==> src/rtl/regfile_port_ctrl_pkg.sv <==
// Shared encodings for the register-file port controller: FSM states,
// debug slot phases and the wait counter width helper.
package regfile_port_ctrl_pkg;

   typedef enum logic {
      INIT = 1'b0,
      RUN  = 1'b1
   } fsm_t;

   typedef enum logic [1:0] {
      EMPTY    = 2'd0,
      WR_WAIT  = 2'd1,
      RD_ISSUE = 2'd2,
      RD_RESP  = 2'd3
   } phase_t;

   // wait_cnt must be able to hold the value STARVE_LIMIT itself
   function automatic int wait_cnt_w(input int limit);
      return $clog2(limit + 1);
   endfunction

endpackage

==> src/rtl/regfile_port_ctrl.sv <==
// Owns the register file write port and read port 1: post-reset clear,
// core writeback forwarding, and a one-entry debug slot with starvation guard.
module regfile_port_ctrl
   import regfile_port_ctrl_pkg::*;
#(
   parameter int DATA_WIDTH   = 32,
   parameter int ADDR_WIDTH   = 5,
   parameter int REG_COUNT    = 32,
   parameter int STARVE_LIMIT = 4
)(
   input  logic                  CLK,
   input  logic                  RST_N,
   input  logic                  WB_EN,
   input  logic [ADDR_WIDTH-1:0] WB_ADDR,
   input  logic [DATA_WIDTH-1:0] WB_DATA,
   input  logic [ADDR_WIDTH-1:0] CORE_A1,
   output logic                  CORE_STALL,
   output logic                  INIT_DONE,
   input  logic                  DBG_VALID,
   input  logic                  DBG_WE,
   input  logic [ADDR_WIDTH-1:0] DBG_ADDR,
   input  logic [DATA_WIDTH-1:0] DBG_WDATA,
   output logic                  DBG_READY,
   output logic [DATA_WIDTH-1:0] DBG_RDATA,
   output logic                  DBG_RVALID,
   output logic                  RF_WE3,
   output logic [ADDR_WIDTH-1:0] RF_A3,
   output logic [DATA_WIDTH-1:0] RF_WD3,
   output logic [ADDR_WIDTH-1:0] RF_A1,
   input  logic [DATA_WIDTH-1:0] RF_RD1
);

   localparam int WCW = wait_cnt_w(STARVE_LIMIT);

   fsm_t                  state;
   phase_t                phase;
   logic [ADDR_WIDTH-1:0] init_cnt;
   logic [WCW-1:0]        wait_cnt;
   logic [ADDR_WIDTH-1:0] slot_addr;
   logic [DATA_WIDTH-1:0] slot_wdata;

   logic pending, starve, drain, accept;

   assign pending   = (phase != EMPTY);
   assign DBG_READY = INIT_DONE && !pending;
   assign accept    = DBG_VALID && DBG_READY;
   assign starve    = (phase == WR_WAIT) && (wait_cnt == WCW'(STARVE_LIMIT));
   // the slot takes the write port whenever the core leaves it idle
   assign drain     = (phase == WR_WAIT) && (!WB_EN || starve);

   // stall depends only on registered state, never on WB_*
   assign CORE_STALL = (state == INIT) || (phase == RD_ISSUE) || starve;

   always_comb begin
      RF_WE3 = 1'b0;
      RF_A3  = WB_ADDR;
      RF_WD3 = WB_DATA;
      RF_A1  = CORE_A1;
      if (state == INIT) begin
         RF_WE3 = 1'b1;
         RF_A3  = init_cnt;
         RF_WD3 = '0;
      end else if (drain) begin
         RF_WE3 = 1'b1;
         RF_A3  = slot_addr;
         RF_WD3 = slot_wdata;
      end else if (phase == RD_ISSUE) begin
         RF_A1  = slot_addr;
      end else begin
         RF_WE3 = WB_EN;
      end
   end

   always_ff @(posedge CLK or negedge RST_N) begin
      if (!RST_N) begin
         state      <= INIT;
         phase      <= EMPTY;
         init_cnt   <= '0;
         wait_cnt   <= '0;
         slot_addr  <= '0;
         slot_wdata <= '0;
         INIT_DONE  <= 1'b0;
         DBG_RDATA  <= '0;
         DBG_RVALID <= 1'b0;
      end else begin
         DBG_RVALID <= 1'b0;
         if (state == INIT) begin
            init_cnt <= init_cnt + ADDR_WIDTH'(1);
            if (init_cnt == ADDR_WIDTH'(REG_COUNT - 1)) begin
               state     <= RUN;
               INIT_DONE <= 1'b1;
            end
         end else begin
            case (phase)
               EMPTY: begin
                  if (accept) begin
                     slot_addr  <= DBG_ADDR;
                     slot_wdata <= DBG_WDATA;
                     wait_cnt   <= '0;
                     phase      <= DBG_WE ? WR_WAIT : RD_ISSUE;
                  end
               end
               WR_WAIT: begin
                  if (drain) begin
                     phase    <= EMPTY;
                     wait_cnt <= '0;
                  end else begin
                     wait_cnt <= wait_cnt + WCW'(1);
                  end
               end
               // slot frees in the response cycle so READY and RVALID coincide
               RD_ISSUE: begin
                  DBG_RDATA  <= RF_RD1;
                  DBG_RVALID <= 1'b1;
                  phase      <= EMPTY;
               end
               default: phase <= EMPTY;
            endcase
         end
      end
   end

endmodule

==> config.mk <==
export PLATFORM = sky130hd
export DESIGN_NAME = regfile_port_ctrl
export DESIGN_NICKNAME = d
export VERILOG_FILES = /design/src/rtl/regfile_port_ctrl_pkg.sv /design/src/rtl/regfile_port_ctrl.sv
export SDC_FILE = /design/constraint.sdc
export NUM_CORES = 1
export LEC_CHECK = 0
export ABC_AREA = 1
export CORE_UTILIZATION = 41
export DETAILED_ROUTE_END_ITERATION = 6
export PLACE_DENSITY = 0.81
export SLEW_MARGIN = 20
export SYNTH_ARGS = -nofsm -noshare
export SYNTH_HDL_FRONTEND = slang
export SYNTH_SLANG_ARGS = --single-unit
==> constraint.sdc <==
create_clock -name CLK -period 2.05 [get_ports CLK]
set_input_delay 0.205 -clock CLK [delete_from_list [all_inputs] [get_ports CLK]]
set_output_delay 0.205 -clock CLK [all_outputs]
set_load 0.01 [all_outputs]
==> flow_metrics.tcl, run 1 <==
set metrics [dict create \
    final_area_sq_mm 0.00653 \
    gr-total-overflow 0 \
    slew_headroom 0.656 \
    finalWorstSetupSlack_ps -146 \
    clk_latency_ps 350 \
    synth_nets 652 \
    synth_compound_area_frac 0.104 \
    syn_area_sq_mm 0.00398 \
    synthAdderAreaFrac 0.0126 \
    arrival_ps 1990 \
    max_freq_ghz 0.455 \
    clk_pin_slew_ps 90 \
    ys_ff_latch 82 \
    violations "negative setup slack" \
    area_growth_syn_to_layout_pct 64.2 \
    wl_um 12100 \
    grt_pass1_vias 3955 \
    clock_sinks 82 \
    ys_seq_area_frac 0.516 \
    period_share 1.07 \
    row_count 35 \
    tightest_slew_ps 516 \
    dp_cells 842 \
    critPathCaptureType "output pin" \
    grt_max_degree 51 \
    drtIter0Drc 129 \
    placed_area_sq_mm 0.00609 \
    synthMuxAreaShare 0 \
    wl_per_cell_um 13.7 \
    setup_violations 33 \
    critical_path_class "flip-flop to output pin" \
    synth_xor_area_frac 0.00881 \
    hold_path.class "input pin to asynchronous set/reset pin" \
    coreArea_sq_mm 0.00933 \
    final_max_slew_viol_count 0 \
    maxCapViolations 0 \
    routed_via_density 4.62 \
    n_fill_cell 759 \
    synthArstFlopShare 1.00 \
    syn_avg_cell_area_sq_um 7.47 \
    period_needed_ps 2200 \
    clock-root-buffer "clkbuf_8" \
    htreeDepth 3 \
    drtAntennaViolNets 0 \
    antenna_found_initial 0 \
    fin_util 0.700 \
    vias 4068 \
    final_nets 866 \
    die-area_sq_mm 0.0101 \
    critPathMaxFanout 8 \
    cts_tree "done" \
    start_util 0.426 \
    dp_hpwl_um 8140 \
    synth-edff-count 0 \
    synth.distinct_cells 21 \
    ios 195 \
    num_antenna_cells 0 \
    pwr_density_cell_mw_per_mm2 1110 \
    outcome "finished with violations" \
    grt_pass1_wl_um 18300 \
    cp.required_ps 1850 \
    synth_top_family_by_area "simple AND/OR/NAND/NOR gates" \
    grtUsageTotal 0.232 \
    synth_ff_type "dfrtp_1" \
    yosys.area_share.simple 0.266 \
    cp-start-kind "flip-flop" \
    numCtsBuffers 9 \
    clockBufferDepth 2 \
    drtPass1Iterations 4 \
    ys_warn_count 0 \
    portBuffers 194 \
    die_h_um 100 \
    drc 0 \
    fin_cells 880 \
    drive_gt1_frac 0.201 \
    p_leak_uw 0.00339 \
    hold_violations 0 \
    die_x_um 100 \
    skew_ps 10.2 \
    synth_cells 532 \
    gp_congestion 0.775 \
    irDropWorstVdd_uv 770 \
    rsz0062_at_grt "true" \
]
==> final timing paths <==
| path | to | cells past startpoint | start | slack (ps) |
|---|---|---|---|---|
| worst min register to register | DBG_RDATA[30] | 2 | DBG_RDATA[30] | 490 |
| max in group asynchronous | DBG_RDATA[4] | 3 | RST_N | 1060 |
| worst min-delay path | DBG_RDATA[29] | 2 | RST_N | 360 |
| worst max register to register | DBG_RDATA[11] | 7 | phase[0] | 210 |
| min in group CLK | DBG_RDATA[29] | 3 | RF_RD1[29] | 380 |
| worst max-delay path | RF_WD3[3] | 10 | wait_cnt[1] | -150 |
==> cells by family (layout without fill, tap and decap cells) <==
| family | count (synthesis) | count (layout) |
|---|---|---|
| simple gates | 277 | 277 |
| buf+inv | 86 | 305 |
| flops | 82 | 82 |
| compound gates | 79 | 79 |
| fa+ha+maj | 4 | 4 |
| xor+xnor | 4 | 4 |
==> registers in the layout, indices dropped and copies added (netlist names) <==
| register | cells |
|---|---|
| DBG_RDATA | 32 |
| init_cnt | 5 |
| INIT_DONE | 1 |
| state | 1 |
| phase | 2 |
| DBG_RVALID | 1 |
| slot_addr | 5 |
| slot_wdata | 32 |
| wait_cnt | 3 |
==> placed cells by master, fill, tap and decap left out, types with 3 or more instances in the layout <==
cell type        count
xnor2_1              3
inv_2                5
clkdlybuf4s50_1    148
a21oi_1             25
dlymetal6s2s_1       5
buf_6               11
ha_1                 3
dfrtp_1             80
buf_2               37
nand2_1            222
nand3_2              6
buf_4               22
nand2_2             21
o21ai_0             38
inv_1               52
inv_6                3
nand2_4              7
nor2_1              14
a21oi_2             12
buf_12               4
clkbuf_8             9
==> area by class of cell <==
class                      count  area, sq um  share of cell area
timing repair buffer         231         2150               0.330
multi-input combinational    364         1770               0.271
clock buffer                   9          124              0.0190
tap                          129          161              0.0247
inverter                      58          218              0.0334
sequential                    82         2050               0.315
clock inverter                 7         51.3             0.00786
==> what timing repair did <==
action,in CTS,in global routing
pin swaps,3,34
endpoints found under the setup margin,44,43
hold buffers,1,0
cloned,2,2
hold endpoints to repair,36,0
buffers inserted,9,10
resized for setup,167,72
==> cells in the mapped netlist, types with 2 or more instances <==
master	instances	area, sq um
inv_2	2	7.51
inv_1	55	206
clkbuf_1	11	41.3
buf_4	10	75.1
nand2_1	250	938
dfrtp_1	82	2050
buf_2	7	35.0
nand3_1	7	35.0
ha_1	4	50.1
nor2_1	17	63.8
a21oi_1	37	185
o21ai_0	39	195
xnor2_1	3	26.3
==> through the flow <==
stage / setup slack (ps) / hold WS, ps / power, uW / TNS, ps
after floorplan: 382 / -90.6 / 4230 / 0
after global placement: -108 / 199 / 5840 / -3030
after detailed placement: -152 / 204 / 5950 / -4630
after CTS: -182 / 366 / 7040 / -3200
after global routing: -238 / 383 / 7790 / -7150
final: -146 / 361 / 7270 / -3280
==> power breakdown <==
| part | internal, uW | switching (uW) | total [uW] |
|---|---|---|---|
| Sequential | 2310 | 446 | 2750 |
| Combinational | 1700 | 1740 | 3440 |
| Clock | 449 | 622 | 1070 |
==> per-layer routing <==
layer | track usage | part of all wire | vias up | routed length [um]
li1 | - | - | 2044 | -
met1 | 0.257 | 0.39 | 1857 | 4680
met2 | 0.416 | 0.51 | 145 | 6150
met3 | 0.0728 | 0.082 | 22 | 991
met4 | 0.0881 | 0.022 | 0 | 268
met5 | 0 | 0 | - | 0
==> worst max-delay path: stages, from the launching register on <==
cell and delay, ps:
dfrtp_1 400, inv_2 80, ha_4 140, nand2_4 50, buf_6 120, a21oi_4 210, buf_6 150, clkbuf_16 160
nand2_1 70, a21oi_2 120, buf_2 140
No activity file was read; power rests on OpenSTA's default activity.
==> run 2, diff against run 1 <==
--- a/config.mk
+++ b/config.mk
@@ -7,6 +7,7 @@
 export LEC_CHECK = 0
 export ABC_AREA = 1
 export CORE_UTILIZATION = 41
+export CTS_CLUSTER_SIZE = 28
 export DETAILED_ROUTE_END_ITERATION = 6
 export PLACE_DENSITY = 0.81
 export SLEW_MARGIN = 20
==> results of run 2 <==
The final DEF is identical to that of run 1; final timing and power are the same.
==> run 3, diff against run 2 <==
--- a/config.mk
+++ b/config.mk
@@ -6,6 +6,7 @@
 export NUM_CORES = 1
 export LEC_CHECK = 0
 export ABC_AREA = 1
+export CORE_MARGIN = 10
 export CORE_UTILIZATION = 41
 export CTS_CLUSTER_SIZE = 28
 export DETAILED_ROUTE_END_ITERATION = 6
==> flow_metrics.tcl, run 3 (synthesis gave the netlist of run 1 again) <==
set metrics [dict create \
    critPathCaptureType "output pin" \
    clk_latency_ps 340 \
    worstRegToRegCells 8 \
    pwr_density_cell_mw_per_mm2 1150 \
    drive_gt1_frac 0.220 \
    regToRegStartpoint "phase[0]" \
    clockBufferDepth 2 \
    portBuffers 194 \
    maxCapViolations 0 \
    cp-start-kind "flip-flop" \
    critPathMaxFanout 8 \
    endpoint "RF_WD3[7]" \
    dp_hpwl_um 9990 \
    clock-root-buffer "clkbuf_8" \
    final_common_cell "nand2_1" \
    die_x_um 118 \
    clock_sinks 82 \
    numCtsBuffers 9 \
    p_leak_uw 0.00352 \
    grt_max_degree 69 \
    largestRegisters "DBG_RDATA (32), slot_wdata (32)" \
    vias 4166 \
    critical_path_class "flip-flop to output pin" \
    most-common-layout-cells "214 x nand2_1, 148 x clkdlybuf4s50_1, 80 x dfrtp_1, 52 x inv_1, 38 x o21ai_0" \
    setup_violations 36 \
    routed_via_density 4.77 \
    hold_violations 0 \
    fin_util 0.721 \
    rsz0062_at_grt "true" \
    cts_tree "done" \
    grtUsageTotal 0.194 \
    hold_path.class "input pin to asynchronous set/reset pin" \
    violations "negative setup slack" \
    die_h_um 118 \
    final_max_slew_viol_count 0 \
    drtIter0Drc 189 \
    drtAntennaViolNets 0 \
    htreeDepth 3 \
    antenna_found_initial 0 \
    row_count 35 \
    arrival_ps 1990 \
    outcome "finished with violations" \
    num_antenna_cells 0 \
    max_freq_ghz 0.456 \
    area_growth_syn_to_layout_pct 69.2 \
    drc 0 \
    grt_pass1_wl_um 22400 \
    start_util 0.426 \
    period_needed_ps 2190 \
    gr-total-overflow 0 \
    die-area_sq_mm 0.0140 \
    wl_per_cell_um 16.1 \
    finalWorstSetupSlack_ps -144 \
    cp.required_ps 1850 \
    slew_headroom 0.752 \
    drtPass1Iterations 4 \
    final_nets 859 \
    wl_um 14000 \
    dp_cells 844 \
    fin_cells 873 \
    irDropWorstVdd_uv 745 \
    rr_endpoint "DBG_RDATA[8]" \
    ff2ff_setup_slack_ps 190 \
    n_fill_cell 705 \
    grt_pass1_vias 4336 \
    total_power_uw 7720 \
    ios 195 \
    gp_congestion 0.783 \
    tightest_slew_ps 372 \
    skew_ps 17.4 \
    coreArea_sq_mm 0.00933 \
    critPathLaunch "wait_cnt[1]" \
    period_share 1.07 \
    clk_pin_slew_ps 90 \
]
run 3: worst min path at each step:
stage	startpoint	slack (ps)	endpoint
detailed placement	RST_N	80	DBG_RDATA[3]
global placement	RST_N	80	DBG_RDATA[3]
global route	RST_N	250	DBG_RDATA[31]
CTS	RST_N	250	slot_addr[2]
floorplan	RST_N	-90	DBG_RDATA[0]
finish	RST_N	270	slot_addr[4]
run 3: cell type report:
type	instances	area (sq um)	share of cell area
clock buffer	10	128	0.0190
clock inverter	6	88.8	0.0132
inverter	58	220	0.0328
multi-input combinational	364	1890	0.282
sequential	82	2050	0.306
tap	129	161	0.0240
timing repair buffer	224	2180	0.324
run 3: repair_timing:
item,CTS,global route
hold buffers,1,0
hold endpoints to repair,14,0
buffers inserted,6,1
setup endpoints to repair,44,73
gates resized for setup,207,64
gates cloned,4,1
pin swaps,26,24
run 3: per-stage QoR:
stage               setup TNS (ps)  instance area, sq um  hold slack (ps)  setup slack [ps]
floorplan                        0                  3980            -90.6               382
global placement             -3130                  6120             78.1              -120
detailed placement           -4320                  6120             82.7              -174
CTS                          -3650                  6490              253              -150
global route                 -5270                  6720              249              -225
finish                       -1520                  6720              269              -144
run 3: worst max-delay path, stage by stage, from the launching register on:
cell	delay, ps
dfrtp_1	400
inv_2	80
ha_4	140
nand2_4	50
buf_6	120
a21oi_4	160
buf_12	140
buf_12	140
nand2_1	70
a21oi_1	170
buf_2	180
run 3: layer usage:
metal	track usage	share of wire
met3	0.0923	0.10
met4	0.0412	0.013
met2	0.337	0.50
met1	0.210	0.39
met5	0	0
run 3: power by group:
part / switching, uW / internal [uW]
logic: 1850 / 1790
clock network: 586 / 689
registers: 497 / 2310
total: 2930 / 4790
